==> src/rtl/vote_tally_scheduler.sv <==
// vote_tally_scheduler
//   Arbitrates level vote requests from N_REQ requesters, acknowledging one
//   vote per grant, and keeps a per-requester modulo tally, a sticky wrap
//   flag per requester, and a running total of accepted votes.
//
//   Optional feature macro: VOTE_RR_ARB_EN
//     defined   -> round-robin arbitration, starting after the last winner
//     undefined -> fixed priority, lowest asserted index wins
//
//   Ports
//     clk_in     : clock, rising edge
//     rst_n_in   : asynchronous active-low reset
//     req_in     : [N_REQ] level vote requests, held until acknowledged
//     clear_in   : single-cycle request to zero tallies, wraps and total
//     ack_out    : [N_REQ] one-hot one-cycle acknowledge of the granted vote
//     tally_out  : [N_REQ*CW] packed tallies, requester i at [i*CW +: CW]
//     total_out  : [TOTAL_W] accepted votes since reset/clear, modulo 2^TOTAL_W
//     wrap_out   : [N_REQ] sticky flag, tally wrapped at least once
//     busy_out   : high whenever the FSM is not in IDLE

// One requester's tally and sticky wrap flag.
module vote_tally_lane #(
  parameter int MAX_COUNT = 256,
  parameter int CW        = $clog2(MAX_COUNT)
) (
  input  logic          clk_in,
  input  logic          rst_n_in,
  input  logic          inc_in,
  input  logic          clr_in,
  output logic [CW-1:0] tally_out,
  output logic          wrap_out
);
  always_ff @(posedge clk_in or negedge rst_n_in) begin
    if (!rst_n_in) begin
      tally_out <= '0;
      wrap_out  <= 1'b0;
    end else if (clr_in) begin
      tally_out <= '0;
      wrap_out  <= 1'b0;
    end else if (inc_in) begin
      // Explicit compare so non-power-of-two moduli wrap correctly.
      if (tally_out == CW'(MAX_COUNT - 1)) begin
        tally_out <= '0;
        wrap_out  <= 1'b1;
      end else begin
        tally_out <= tally_out + 1'b1;
      end
    end
  end
endmodule

module vote_tally_scheduler #(
  parameter int N_REQ     = 4,
  parameter int MAX_COUNT = 256,
  parameter int TOTAL_W   = 16,
  localparam int CW       = $clog2(MAX_COUNT)
) (
  input  logic                  clk_in,
  input  logic                  rst_n_in,
  input  logic [N_REQ-1:0]      req_in,
  input  logic                  clear_in,
  output logic [N_REQ-1:0]      ack_out,
  output logic [N_REQ*CW-1:0]   tally_out,
  output logic [TOTAL_W-1:0]    total_out,
  output logic [N_REQ-1:0]      wrap_out,
  output logic                  busy_out
);
  localparam int PW = (N_REQ > 1) ? $clog2(N_REQ) : 1;

  typedef enum logic [1:0] {S_IDLE, S_ACK, S_CLEAR} state_t;

  state_t           state;
  logic [PW-1:0]    idx;
  logic [PW-1:0]    win;
  logic             win_vld;
  logic [N_REQ-1:0] win_oh;
  logic [N_REQ-1:0] lane_inc;
  logic [N_REQ-1:0] lane_clr;

  // ---------------------------------------------------------------- arbiter
`ifdef VOTE_RR_ARB_EN
  logic [PW-1:0] ptr;
  logic [PW:0]   cand;

  // Scan ptr+1, ptr+2, ... modulo N_REQ; first asserted request wins.
  // cand never exceeds 2*N_REQ-1, so one conditional subtract reduces it.
  always_comb begin
    win     = '0;
    win_vld = 1'b0;
    cand    = '0;
    for (int k = 0; k < N_REQ; k++) begin
      cand = {1'b0, ptr} + (PW+1)'(k + 1);
      if (cand >= (PW+1)'(N_REQ)) cand = cand - (PW+1)'(N_REQ);
      if (!win_vld && req_in[cand[PW-1:0]]) begin
        win     = cand[PW-1:0];
        win_vld = 1'b1;
      end
    end
  end
`else
  always_comb begin
    win     = '0;
    win_vld = |req_in;
    for (int k = N_REQ - 1; k >= 0; k--)
      if (req_in[k]) win = PW'(k);
  end
`endif

  assign win_oh = N_REQ'(1) << win;

  // Lane strobes are decoded from registered state, so tallies land on the
  // same edge as the ack.
  assign lane_inc = (state == S_IDLE && !clear_in && win_vld) ? win_oh : '0;
  assign lane_clr = (state == S_CLEAR) ? (N_REQ'(1) << idx) : '0;

  // -------------------------------------------------------------------- FSM
  always_ff @(posedge clk_in or negedge rst_n_in) begin
    if (!rst_n_in) begin
      state     <= S_IDLE;
      idx       <= '0;
      total_out <= '0;
      ack_out   <= '0;
      busy_out  <= 1'b0;
`ifdef VOTE_RR_ARB_EN
      ptr       <= PW'(N_REQ - 1);
`endif
    end else begin
      case (state)
        S_IDLE: begin
          ack_out <= '0;
          if (clear_in) begin
            // Clear wins over any pending vote; total zeroes immediately,
            // tallies are swept one per cycle in CLEAR.
            state     <= S_CLEAR;
            idx       <= '0;
            total_out <= '0;
            busy_out  <= 1'b1;
          end else if (win_vld) begin
            state     <= S_ACK;
            ack_out   <= win_oh;
            total_out <= total_out + TOTAL_W'(1);
            busy_out  <= 1'b1;
`ifdef VOTE_RR_ARB_EN
            ptr       <= win;
`endif
          end
        end
        S_ACK: begin
          ack_out  <= '0;
          state    <= S_IDLE;
          busy_out <= 1'b0;
        end
        S_CLEAR: begin
          if (idx == PW'(N_REQ - 1)) begin
            state    <= S_IDLE;
            busy_out <= 1'b0;
          end else begin
            idx <= idx + 1'b1;
          end
        end
        default: begin
          state    <= S_IDLE;
          ack_out  <= '0;
          busy_out <= 1'b0;
        end
      endcase
    end
  end

  // ------------------------------------------------------------------ lanes
  for (genvar i = 0; i < N_REQ; i++) begin : g_lane
    vote_tally_lane #(.MAX_COUNT(MAX_COUNT), .CW(CW)) u_lane (
      .clk_in    (clk_in),
      .rst_n_in  (rst_n_in),
      .inc_in    (lane_inc[i]),
      .clr_in    (lane_clr[i]),
      .tally_out (tally_out[i*CW +: CW]),
      .wrap_out  (wrap_out[i])
    );
  end
endmodule
==> config.mk <==
export PLATFORM = sky130hd
export DESIGN_NAME = vote_tally_scheduler
export DESIGN_NICKNAME = d
export VERILOG_FILES = /design/src/rtl/vote_tally_scheduler.sv
export SDC_FILE = /design/constraint.sdc
export NUM_CORES = 1
export LEC_CHECK = 0
export ABC_AREA = 1
export CAP_MARGIN = 20
export CORE_MARGIN = 4
export CORE_UTILIZATION = 40
export DETAILED_ROUTE_END_ITERATION = 16
export GPL_ROUTABILITY_DRIVEN = 1
export PLACE_DENSITY = 0.72
export SLEW_MARGIN = 20
export SYNTH_ARGS = -nofsm -noshare
export SYNTH_HDL_FRONTEND = slang
export SYNTH_HIERARCHICAL = 1
export SYNTH_SLANG_ARGS = --single-unit
==> constraint.sdc <==
create_clock -name clk_in -period 2.8 [get_ports clk_in]
set_input_delay 0.42 -clock clk_in [delete_from_list [all_inputs] [get_ports clk_in]]
set_output_delay 0.42 -clock clk_in [all_outputs]
set_load 0.05 [all_outputs]
==> reports/metrics.cfg <==
[status]
status=finished clean

[timing]
skew_ns=0.0100
period_share=0.748
max_freq_mhz=478
drv_slew=0
worst_slew_pin_slew_ns=0.918
slew_headroom=0.388
setup_violations=0
rsz0062_at_grt=no
finalSetupTns_ns=0
period_needed_ns=2.09
hold_viol=0

[power_and_ir_drop]
power_density_nw_per_um2=727
p_clk_frac=0.277
p_sw_w=0.00133
switching_share=0.418
p_seq_frac=0.359
p_comb_frac=0.364
peakVddDrop_mv=0.440
intPower_w=0.00185
leakage_nw=1.95

[synth]
yosysMostFrequentCell=nand2_1
syn_area_um2=3380
ys_top_cells_by_area=dfrtp_1 45%, nand2_1 9.9%, nor2_1 7.0%, inv_1 5.7%, ha_1 3.3%
ys_warn_count=6
async_reset_ff_frac=1.00
synth_commonest_cells=89 x nand2_1, 63 x nor2_1, 61 x dfrtp_1
ys_seq_area_frac=0.451
ys_types=28
synth_edf_count=0
synth_top_area_frac=0.451
syn_avg_cell_area_um2=8.03
synthCells=421
synth_flop_cell=dfrtp_1
synth_seq_cells=61
syn-num-nets=437
yosysTopAreaCell=dfrtp_1

[placement]
place_congestion=0.827
place_area_um2=4150
dpl.cell_count=591
dpl.hpwl_um=5780
port-buffer-count=63

[final_layout]
fin_util=0.533
multi_input_area_um2=1640
ff_latch_area_um2=1530
final_area_um2=4380
fill_cells=787
layout-drive-gt1-share=0.161
stdcell_count=607
syn2layout_area_growth_pct=29.4
nets=513
diodes=0

[run]
maxCapViolations=0

[detailed_routing]
ant_nets=0
dr.first_iter.drc_count=80
vias=3003
drcViolationCount=0
totalWireLength_um=7650
wl_per_cell_um=12.6
vias_per_cell=4.95
drt_pass1_iterations=4

[clock_network]
cts_tree=built
clk_pin_slew_ns=0.08
cts_setup_buffers=0
htreeDepth=3
insertion_delay_ns=0.34
clock-sinks=61
cts_resized=0
root_buffer=clkbuf_8
cts_inserted_buffers=9
cts_hold_buf=0
clockBufferDepth=2

[floorplan]
die_w_um=100
initial_core_util=0.412
core_area_um2=8220
die-area_um2=9990
die_h_um=100
io_pins=64
rows=33

[critical_path]
cp_max_fo=6
path_class=reg -> out
worst-path-buf-inv=1
crit_required_ns=2.38
crit_family=buffers and inverters
worst_setup_path_start_kind=register
max_stage_delay_ns=0.85
path_cells=clkdlybuf4s50_1
arrival_ns=1.67
end_kind=output pin
crit_slowest_cell=clkdlybuf4s50_1

[hold_path]
hold_class=in -> async

[global_route]
grt_pass1_wl_um=13700
grt_max_degree=43
grt_overflow_total=0
grtUsageTotal=0.168
antenna_found_initial=0
grt_pass1_vias=3029

==> layout make-up <==
| class | instances | area share |
|---|---|---|
| clock buffers | 9 | 0.0283 |
| clock inverters | 7 | 0.0226 |
| inverters | 57 | 0.0489 |
| multi-input cells | 303 | 0.375 |
| flip-flops and latches | 61 | 0.349 |
| well taps | 105 | 0.0300 |
| repair buffers | 65 | 0.146 |
==> power by group through the flow <==
stage	sequential [W]	clock, W	combinational [W]
6_report	0.00114	0.000882	0.00116
4_1_cts	0.00114	0.000912	0.00117
3_3_place_gp	0.00115	0	0.00116
3_5_place_dp	0.00116	0	0.00117
5_1_grt	0.00116	0.000951	0.00128
2_1_floorplan	0.00147	0	0.000484
==> logic make-up after synthesis <==
logic type	Yosys count	share of synthesized area
buf+inv	57	0.0633
simple gates	242	0.356
fa+ha+maj	9	0.0333
compound gates	47	0.0829
xor+xnor	5	0.0129
flops	61	0.451
==> routing by layer <==
metal | GRT usage | vias up | part of all wire
li1 | - | 1509 | -
met1 | 0.206 | 1415 | 0.45
met2 | 0.287 | 71 | 0.49
met3 | 0.0500 | 8 | 0.056
met4 | 0.0462 | 0 | 0.0084
met5 | 0 | - | 0
==> worst paths after layout <==
path | cells after the start | slack (ns) | to | from
worst max-delay path | 1 | 0.71 | total_out[2] | total_out[2]$_DFFE_PN0P_
min in group clk_in | 2 | 0.52 | ack_out[3]$_DFFE_PN0P_ | ack_out[3]$_DFFE_PN0P_
worst min-delay path | 1 | 0.21 | g_lane[3].u_lane/tally_out[3]$_DFFE_PN0P_ | rst_n_in
worst max register to register | 8 | 0.82 | g_lane[3].u_lane/tally_out[3]$_DFFE_PN0P_ | state[0]$_DFFE_PN0P_
max in group asynchronous | 2 | 1.85 | total_out[11]$_DFFE_PN0P_ | rst_n_in
worst min register to register | 2 | 0.52 | ack_out[3]$_DFFE_PN0P_ | ack_out[3]$_DFFE_PN0P_
==> cell usage in the layout (no fill, tap or decap), types with 2 or more instances in the layout <==
master | synthesis | layout
nand2_2 | 15 | 15
buf_4 | 0 | 2
clkinv_4 | 0 | 2
o21ai_0 | 19 | 19
xor2_1 | 4 | 4
nor2_1 | 63 | 63
nor3_2 | 8 | 8
inv_1 | 51 | 51
nor3b_2 | 4 | 4
inv_2 | 5 | 5
clkdlybuf4s50_1 | 0 | 62
o21ai_1 | 5 | 5
nand4_1 | 13 | 13
nand2_1 | 89 | 89
nor3_1 | 9 | 9
o22ai_1 | 2 | 2
nor2_2 | 15 | 15
a21oi_1 | 14 | 14
o21bai_2 | 4 | 4
nand3_1 | 15 | 15
nor2_4 | 7 | 7
ha_1 | 9 | 9
clkbuf_8 | 0 | 9
bufinv_16 | 0 | 2
dfrtp_1 | 61 | 61
nand3b_1 | 2 | 2
==> stage by stage <==
step                      setup WS (ns)  hold slack, ns  power (W)
after floorplan                    1.14           0.124    0.00195
after global placement            0.574           0.495    0.00231
after detailed placement          0.591           0.500    0.00233
after CTS                         0.685           0.232    0.00323
after global routing              0.585           0.272    0.00339
final                             0.706           0.208    0.00318
==> state kept, by name (all words and copies together), names as in the netlist <==
signal / cells
ack_out: 4
g_lane.u_lane/wrap_out: 4
g_lane.u_lane/tally_out: 32
idx: 2
total_out: 16
busy_out: 1
state: 2
(Power assumes the default switching activity.)
